$ cat config.mk
export PLATFORM = sky130hd
export DESIGN_NAME = nrisc_pc_stack
export DESIGN_NICKNAME = d
export VERILOG_FILES = /design/src/rtl/nrisc_pkg.sv /design/src/rtl/nrisc_lifo.sv /design/src/rtl/nrisc_pc_stack.sv
export SDC_FILE = /design/constraint.sdc
export NUM_CORES = 1
export LEC_CHECK = 0
export CAP_MARGIN = 20
export CORE_AREA = 2 2 126 128
export DETAILED_ROUTE_END_ITERATION = 16
export DIE_AREA = 0 0 128 130
export PLACE_DENSITY_LB_ADDON = 0.08
export SYNTH_ARGS = -nofsm -noshare
export SYNTH_HDL_FRONTEND = slang
export SYNTH_SLANG_ARGS = --single-unit
$ cat constraint.sdc
create_clock -name i_clk -period 4.4 [get_ports i_clk]
set_input_delay 0.88 -clock i_clk [delete_from_list [all_inputs] [get_ports i_clk]]
set_output_delay 0.88 -clock i_clk [all_outputs]
set_load 0.005 [all_outputs]
$ cat src/rtl/nrisc_pkg.sv
// Shared NRISC control encodings for the PC source select and the
// return-stack operation. These values are the ones the CPU control
// unit emits, so they must be kept in step with that unit.
package nrisc_pkg;

    typedef enum logic [1:0] {
        PC_INC  = 2'd0,
        PC_HOLD = 2'd1,
        PC_JUMP = 2'd2,
        PC_POP  = 2'd3
    } pc_ctrl_e;

    typedef enum logic [1:0] {
        STK_NONE = 2'd0,
        STK_PUSH = 2'd1,
        STK_POP  = 2'd2,
        STK_RSVD = 2'd3
    } stk_ctrl_e;

endpackage

$ cat src/rtl/nrisc_lifo.sv
// Return-address LIFO: DEPTH x ADDR_W register array plus stack pointer.
// Pushes on full and pops on empty are ignored here; the caller flags them.
// The top entry is presented combinationally (0 when the stack is empty).
module nrisc_lifo #(
    parameter int ADDR_W = 16,
    parameter int DEPTH  = 8
) (
    input  logic                     i_clk,
    input  logic                     i_rst_n,
    input  logic                     i_push,
    input  logic                     i_pop,
    input  logic [ADDR_W-1:0]        i_wdata,
    output logic [ADDR_W-1:0]        o_top,
    output logic [$clog2(DEPTH):0]   o_depth,
    output logic                     o_full,
    output logic                     o_empty
);

    localparam int PTR_W = $clog2(DEPTH);
    localparam int CNT_W = PTR_W + 1;

    logic [ADDR_W-1:0] r_mem [DEPTH];
    logic [CNT_W-1:0]  r_sp;

    logic [PTR_W-1:0]  w_wr_idx;
    logic [PTR_W-1:0]  w_top_idx;
    logic              w_do_push;
    logic              w_do_pop;

    assign o_full    = (r_sp == CNT_W'(DEPTH));
    assign o_empty   = (r_sp == '0);
    assign o_depth   = r_sp;
    assign w_do_push = i_push && !o_full;
    assign w_do_pop  = i_pop && !o_empty;

    // When full the low pointer bits wrap to 0, so SP-1 still lands on DEPTH-1.
    assign w_wr_idx  = r_sp[PTR_W-1:0];
    assign w_top_idx = w_wr_idx - PTR_W'(1);
    assign o_top     = o_empty ? '0 : r_mem[w_top_idx];

    // Stack pointer: one step up on a push, one step down on a pop.
    always_ff @(posedge i_clk or negedge i_rst_n) begin
        if (!i_rst_n) begin
            r_sp <= '0;
        end else if (w_do_push) begin
            r_sp <= r_sp + 1'b1;
        end else if (w_do_pop) begin
            r_sp <= r_sp - 1'b1;
        end
    end

    // Entry storage; contents are meaningless until pushed, so no reset.
    always_ff @(posedge i_clk) begin
        if (w_do_push) begin
            r_mem[w_wr_idx] <= i_wdata;
        end
    end

endmodule

$ cat src/rtl/nrisc_pc_stack.sv
// NRISC program counter and return-address stack.
// Applies INC/HOLD/JUMP/POP PC updates and PUSH/POP stack operations on
// each cycle with i_pc_en=1, and keeps sticky overflow/underflow flags.
// Build option NRISC_STACK_TRAP_EN: overflow/underflow redirect the PC to
// TRAP_VECTOR instead of the normal update.
module nrisc_pc_stack
    import nrisc_pkg::*;
#(
    parameter int                 ADDR_W     = 16,
    parameter int                 DEPTH      = 8,
    parameter logic [ADDR_W-1:0]  RST_VECTOR = '0
`ifdef NRISC_STACK_TRAP_EN
    ,
    parameter logic [ADDR_W-1:0]  TRAP_VECTOR = ADDR_W'('h10)
`endif
) (
    input  logic                     i_clk,
    input  logic                     i_rst_n,
    input  logic                     i_pc_en,
    input  logic [1:0]               i_pc_ctrl,
    input  logic [1:0]               i_stack_ctrl,
    input  logic [ADDR_W-1:0]        i_jump_addr,
    input  logic                     i_err_clr,
    output logic [ADDR_W-1:0]        o_pc_out,
    output logic [ADDR_W-1:0]        o_stack_top,
    output logic [$clog2(DEPTH):0]   o_stack_depth,
    output logic                     o_stack_full,
    output logic                     o_stack_empty,
    output logic                     o_ovf,
    output logic                     o_unf
);

    logic [ADDR_W-1:0] r_pc;
    logic              r_ovf;
    logic              r_unf;

    logic [ADDR_W-1:0] w_pc_inc;
    logic [ADDR_W-1:0] w_pc_next;
    logic              w_push_req;
    logic              w_pop_req;
    logic              w_pc_pop;
    logic              w_ovf_evt;
    logic              w_unf_evt;

    assign w_pc_inc   = r_pc + 1'b1;
    assign w_push_req = i_pc_en && (stk_ctrl_e'(i_stack_ctrl) == STK_PUSH);
    assign w_pop_req  = i_pc_en && (stk_ctrl_e'(i_stack_ctrl) == STK_POP);
    assign w_pc_pop   = i_pc_en && (pc_ctrl_e'(i_pc_ctrl) == PC_POP);
    assign w_ovf_evt  = w_push_req && o_stack_full;
    assign w_unf_evt  = (w_pop_req || w_pc_pop) && o_stack_empty;

    // The LIFO itself ignores push-on-full and pop-on-empty.
    nrisc_lifo #(
        .ADDR_W (ADDR_W),
        .DEPTH  (DEPTH)
    ) u_lifo (
        .i_clk   (i_clk),
        .i_rst_n (i_rst_n),
        .i_push  (w_push_req),
        .i_pop   (w_pop_req),
        .i_wdata (w_pc_inc),
        .o_top   (o_stack_top),
        .o_depth (o_stack_depth),
        .o_full  (o_stack_full),
        .o_empty (o_stack_empty)
    );

    // Next-PC source select; an underflow falls through to PC+1.
    always_comb begin
        w_pc_next = r_pc;
        case (pc_ctrl_e'(i_pc_ctrl))
            PC_INC:  w_pc_next = w_pc_inc;
            PC_HOLD: w_pc_next = r_pc;
            PC_JUMP: w_pc_next = i_jump_addr;
            PC_POP:  w_pc_next = o_stack_top;
        endcase
        if (w_unf_evt) begin
            w_pc_next = w_pc_inc;
        end
`ifdef NRISC_STACK_TRAP_EN
        if (w_ovf_evt || w_unf_evt) begin
            w_pc_next = TRAP_VECTOR;
        end
`endif
    end

    // PC register: loads only on qualified strobes.
    always_ff @(posedge i_clk or negedge i_rst_n) begin
        if (!i_rst_n) begin
            r_pc <= RST_VECTOR;
        end else if (i_pc_en) begin
            r_pc <= w_pc_next;
        end
    end

    // Sticky error flags; a new error on the clearing edge wins over the clear.
    always_ff @(posedge i_clk or negedge i_rst_n) begin
        if (!i_rst_n) begin
            r_ovf <= 1'b0;
            r_unf <= 1'b0;
        end else begin
            if (w_ovf_evt) begin
                r_ovf <= 1'b1;
            end else if (i_err_clr) begin
                r_ovf <= 1'b0;
            end
            if (w_unf_evt) begin
                r_unf <= 1'b1;
            end else if (i_err_clr) begin
                r_unf <= 1'b0;
            end
        end
    end

    assign o_pc_out = r_pc;
    assign o_ovf    = r_ovf;
    assign o_unf    = r_unf;

endmodule

=== Yosys cells after proc, flatten, opt, wreduce, memory -nomap -nowiden ===
Memories as Yosys holds them, arrays and structs flattened.
Index checks and enable logic that the tools add are counted.

* Multiplexer cells: 10
* Reductions and logical operators: 16
* Add/sub/neg operators: 4
* Eq/ne operators: 7

{| class="wikitable"
|+ Operators by type and width
! kind !! number
|-
| $pmux W16 S3 || 1
|-
| $mux W16 || 2
|-
| $add A16 B1 Y16 const B || 1
|-
| $mux W4 || 2
|-
| $logic_and A1 B1 Y1 || 7
|-
| $eq A2 B2 Y1 const B || 3
|-
| $reduce_bool A2 Y1 || 3
|-
| $mux W1 || 5
|-
| $add A4 B1 Y4 const B || 1
|-
| $eq A2 B1 Y1 const B || 2
|-
| $eq A4 B4 Y1 const B || 1
|-
| $logic_not A4 Y1 || 1
|-
| $sub A4 B1 Y4 const B || 1
|-
| $sub A3 B1 Y3 const B || 1
|-
| $logic_not A1 Y1 || 2
|-
| $logic_not A2 Y1 || 1
|-
| $ne A2 B2 Y1 const B || 1
|-
| $reduce_and A2 Y1 || 1
|-
| $logic_or A1 B1 Y1 || 1
|}

* Logic and storage cells: 42
* Output and inout port bits: 40
* RAM bits: 128
* Bits in registers: 22
* Memories: 1
* Bits of input ports: 24

{| class="wikitable"
|+ Memory list
! name !! depth !! bits a word !! rd ports !! clocked after memory_dff !! wr ports !! line !! text
|-
| u_lifo.r_mem || 8 || 16 || 1 || 0 || 1 || nrisc_lifo.sv:22 || <nowiki>logic [ADDR_W-1:0] r_mem [DEPTH];</nowiki>
|}

=== Longest topological paths before layout ===
Gate-level depths: netlist of run 1.

* Depth in word-level cells: 6
* Gate-level depth with buffers: 13
* Depth with buffers taken out: 11

=== By module ===
From an unflattened synthesis of run 1, not the netlist that was laid out.

* Cells, all modules: 447
* Area total of the unflattened synthesis: 6865.3 um^2

{| class="wikitable"
|+ By module, submodules not included
! module !! area an instance (um^2) !! seq. area each (um^2) !! cells each !! instances
|-
| nrisc_lifo || 5286.3 || 3943.8 || 272 || 1
|-
| nrisc_pc_stack || 1579.0 || 450.4 || 175 || 1
|}

=== Least setup slack after synthesis of run 1 ===
No wires, ideal clock.

* Kind: register to register
* Start: register u_lifo.r_sp[0] (netlist: u_lifo.o_depth[0])
* End: memory u_lifo.r_mem[1][0] (enable)
* Data required time: 3991 ps
* Setup slack: 1216 ps
* Clock period less this slack: 3184 ps
* Setup time: 409 ps
* Path buffers: 2
* Data arrival time: 2774 ps
* Cell stages (with the launch flop): 9
* Cell sequence: dfrtp_1 > buf_6 > buf_2 > inv_1 > ha_1 > nor2b_1 > nand2_1 > nand4_1 > nor3_1

* Longest elaborated chain between the ends: 5

{| class="wikitable"
|+ RTL lines
! item !! line !! text
|-
| start, declared || nrisc_lifo.sv:23 || <nowiki>logic [CNT_W-1:0] r_sp;</nowiki>
|-
| start signal, assigned || nrisc_lifo.sv:46 || <nowiki>r_sp <= r_sp + 1'b1;</nowiki>
|-
| start signal, assigned || nrisc_lifo.sv:48 || <nowiki>r_sp <= r_sp - 1'b1;</nowiki>
|-
| $eq A4 B4 Y1 || nrisc_lifo.sv:30 || <nowiki>assign o_full = (r_sp == CNT_W'(DEPTH));</nowiki>
|-
| $logic_not A1 Y1 || nrisc_lifo.sv:33 || <nowiki>assign w_do_push = i_push && !o_full;</nowiki>
|-
| $logic_and A1 B1 Y1 || nrisc_lifo.sv:33 ||
|-
| $mux W1 || nrisc_lifo.sv:54 || <nowiki>if (w_do_push) begin</nowiki>
|-
| $mux W1 (implied by the code) || nrisc_lifo.sv:55 || <nowiki>r_mem[w_wr_idx] <= i_wdata;</nowiki>
|-
| end, declared || nrisc_lifo.sv:22 ||
|}

Parallel ways exist; a longest one is shown, timed or not.

=== Worst setup path in the final report of run 1 ===
* Start: register u_lifo.r_sp[0] (netlist: u_lifo.o_depth[0])
* End: output port o_stack_top[0]

* Longest elaborated chain between the ends: 3
* Elaborated cells between the ends (all ways): 4
* Those cells by class: 1 x add/sub; 1 x mux; 1 x reduce/logical; 1 x memory

{| class="wikitable"
|+ RTL lines
! item !! line !! text
|-
| $sub A3 B1 Y3 || nrisc_lifo.sv:38 || <nowiki>assign w_top_idx = w_wr_idx - PTR_W'(1);</nowiki>
|-
| named net u_lifo.w_top_idx[0] || nrisc_lifo.sv:26 || <nowiki>logic [PTR_W-1:0] w_top_idx;</nowiki>
|-
| $mem_v2 Z8 W16 || - ||
|-
| $mux W16 || nrisc_lifo.sv:39 || <nowiki>assign o_top = o_empty ? '0 : r_mem[w_top_idx];</nowiki>
|-
| end, declared || nrisc_pc_stack.sv:25 || <nowiki>output logic [ADDR_W-1:0] o_stack_top,</nowiki>
|}

The timed path passes the listed nets, and every way through them passes these cells.

==> impl_metrics.json, run 1 <==
{
  "status": "complete, no violations",
  "async_reset_ff_share_pct": 14.67,
  "hold_viol": 0,
  "finClkSkew_ns": 0.01249,
  "p_leak_uw": 0.002899,
  "setup_slack_ns": 0.6080,
  "dp_hpwl_um": 11480,
  "antenna_found_initial": 0,
  "hold_buffers": 0,
  "fp.dieArea_um2": 16640,
  "dp.cells": 698,
  "insertion_delay_ns": 0.43,
  "total_power_uw": 6209,
  "numCtsBuffers": 17,
  "syn_to_final_growth_pct": 22.54,
  "cts.sinks": 150,
  "wl_per_cell_um": 23.36,
  "remaining_drc_errors": 0,
  "rows": 46,
  "clkTransAtPathRegs_ns": 0.06,
  "fillers": 1285,
  "ir_drop_uv": 391.9,
  "avgSynthCellArea_um2": 15.38,
  "ys_ff_latch": 150,
  "syn_inst": 440,
  "end_kind": "primary output",
  "start_kind": "flop",
  "vias": 4195,
  "grt_usage_pct": 21.82,
  "start_util_pct": 43.86,
  "core_um2": 15420,
  "viasPerCell": 5.747,
  "rsz0062_at_grt": "false",
  "path_class": "reg -> out",
  "place_ws_ns": 0.9231,
  "drtAntennaViolNets": 0,
  "grt_pass1_vias": 4176,
  "worstPathArrival_ns": 2.91,
  "min_path_type": "reg -> reg",
  "insertedDiodeCount": 0,
  "yosysSeqAreaShare_pct": 64.95,
  "power.density_nw_per_um2": 748.9,
  "setup_violations": 0,
  "drive_above_1_share_pct": 16.54,
  "cts_tree": "yes",
  "syn-cell-area_um2": 6765,
  "portBuffers": 63,
  "clockBufferDepth": 2,
  "grt_start_max_net_pins": 23,
  "clock.fmax_mhz": 263.7,
  "slew_headroom_pct": 48.48,
  "rrSetupSlack_ns": 1.39,
  "worstPathRequired_ns": 3.52,
  "io_pins": 64,
  "fin_util_pct": 53.75,
  "worstMarginPinSlew_ns": 0.7672,
  "post-route-min-period_ns": 3.792,
  "maxCapViolCount": 0,
  "yosysWarnings": 0,
  "wl_um": 17050,
  "final_cells": 730,
  "drt-pass1-iter-count": 4,
  "grt_overflow": 0,
  "ys.flop_type": "edfxtp_1",
  "place.gp.congestion": 0.8571,
  "cts_setup_buffers": 0,
  "period_share_pct": 86.18,
  "drtIter0Drc": 441,
  "die-height_um": 130,
  "clockRootBuffer": "clkbuf_16",
  "htreeDepth": 4,
  "finalSetupTns_ns": 0,
  "syn_nets": 469,
  "grt_pass1_wl_um": 25730,
  "ctsResizeCount": 0,
  "nNetsFinal": 554,
  "synth_cell_types": 56,
  "slew_violations": 0,
  "crit_fanout": 18,
  "die_x_um": 128,
  "synth_edf_count": 128
}
==> placed cells by master, fill, tap and decap left out, types with 3 or more instances in the layout <==
master	Yosys	final
a211o_1	3	3
a211oi_1	5	5
a21oi_1	23	23
a22o_1	4	4
and2_1	8	8
and3_1	4	4
and4_1	3	3
buf_4	3	24
clkbuf_16	0	17
clkdlybuf4s50_1	0	63
clkinv_4	0	3
clkinvlp_4	0	4
dfrtp_1	22	21
edfxtp_1	128	128
ha_1	4	4
inv_1	10	10
inv_6	0	3
mux2_2	5	5
mux2i_1	9	9
mux4_1	11	11
mux4_2	21	21
nand2_1	32	32
nand2b_1	8	8
nand3_1	10	10
nand4_1	7	7
nor2_1	26	26
nor2b_1	4	4
nor3_1	5	3
o211a_1	4	4
o21ai_0	11	11
o221ai_1	3	3
o22ai_1	5	5
or2_2	3	3
xnor2_1	12	12
xor2_1	6	6
==> cell families after synthesis <==
kind of cell	after synthesis	synth area share [%]
AO/OA/AOI/OAI	75	7.491
XOR/XNOR	18	2.330
adder cells (fa/ha/maj)	5	1.036
buffers and inverters	32	2.349
flip-flops	150	64.95
multiplexers	46	13.43
AND/OR/NAND/NOR	114	8.415
==> sequential cells by signal, summed over array words and instances, names as in the netlist <==
| signal | flops |
|---|---|
| o_unf | 1 |
| u_lifo.r_mem | 128 |
| o_ovf | 1 |
| o_pc_out | 16 |
| u_lifo.o_depth | 4 |
==> layer usage <==
layer / wire length, µm / share of wire (%) / up-vias / track usage (%)
li1: - / - / 1910 / -
met4: 232 / 1.4 / 0 / 8.080
met3: 1062 / 6.2 / 13 / 4.633
met1: 7520 / 44 / 2146 / 30.77
met2: 8235 / 48 / 126 / 33.82
met5: 0 / 0 / - / 0
==> worst paths after layout <==
path | start | to | cells after the start
setup / recovery | u_lifo.o_depth[0] | o_stack_top[0] | 7
hold / removal | o_unf | o_unf | 2
setup reg to reg | u_lifo.o_depth[0] | u_lifo.o_depth[3] | 11
hold reg to reg | o_unf | o_unf | 2
max in group asynchronous | i_rst_n | u_lifo.o_depth[0] | 2
min in group asynchronous | i_rst_n | o_pc_out[15] | 2
==> cell usage after synthesis (all sizes together) (5+ instances only) <==
cell    count  share of area [%]
o22ai       5               0.46
inv        10               0.55
nand2      32                1.8
nand4       7               0.65
xnor2      12                1.6
edfxtp    128                 57
mux2        5               0.83
and2        9               0.83
nand3      11               0.89
nor2       26                1.4
dfrtp      22                8.1
a21oi      23                1.7
mux4       32                 11
mux2i       9                1.3
nor3        5               0.37
a211oi      5               0.55
xor2        6               0.78
buf        11                1.2
nand2b      8               0.74
o21ai      12               0.89
clkbuf     10               0.55
==> power by group <==
group          switching (µW)  internal (µW)
Sequential                224           1910
Clock                     586            838
Combinational            1320           1330
Total                    2130           4080
==> final cells by class <==
type / instances / area [µm²] / area share, %
sequential: 150 / 4395 / 53.02
clock inverter: 14 / 151.4 / 1.826
clock buffer: 18 / 429.2 / 5.177
tap: 192 / 240.2 / 2.898
inverter: 11 / 41.29 / 0.4980
timing repair buffer: 87 / 810.8 / 9.780
multi-input combinational: 258 / 2222 / 26.80
==> per-stage QoR <==
step | hold WS [ns] | instance area, µm²
after global routing | 0.5518 | 8290
final | 0.5182 | 8290
after global placement | 0.5173 | 7710
after detailed placement | 0.5130 | 7710
after CTS | 0.5246 | 8290
after floorplan | 0.5173 | 6765
==> critical path, stage by stage (launching register included) <==
cell	delay [ns]
dfrtp_2	0.58
inv_1	0.11
ha_1	0.32
buf_4	0.28
mux4_2	0.34
mux2i_1	0.30
nor2_1	0.09
clkdlybuf4s50_1	0.46
Power figures use the tool's default switching activity.
==> run 2, diff against run 1 <==
SLEW_MARGIN = 20   (was default)
TNS_END_PERCENT = 10   (was default)
==> results of run 2 <==
Final layout, timing and power as in run 1 (identical DEF).
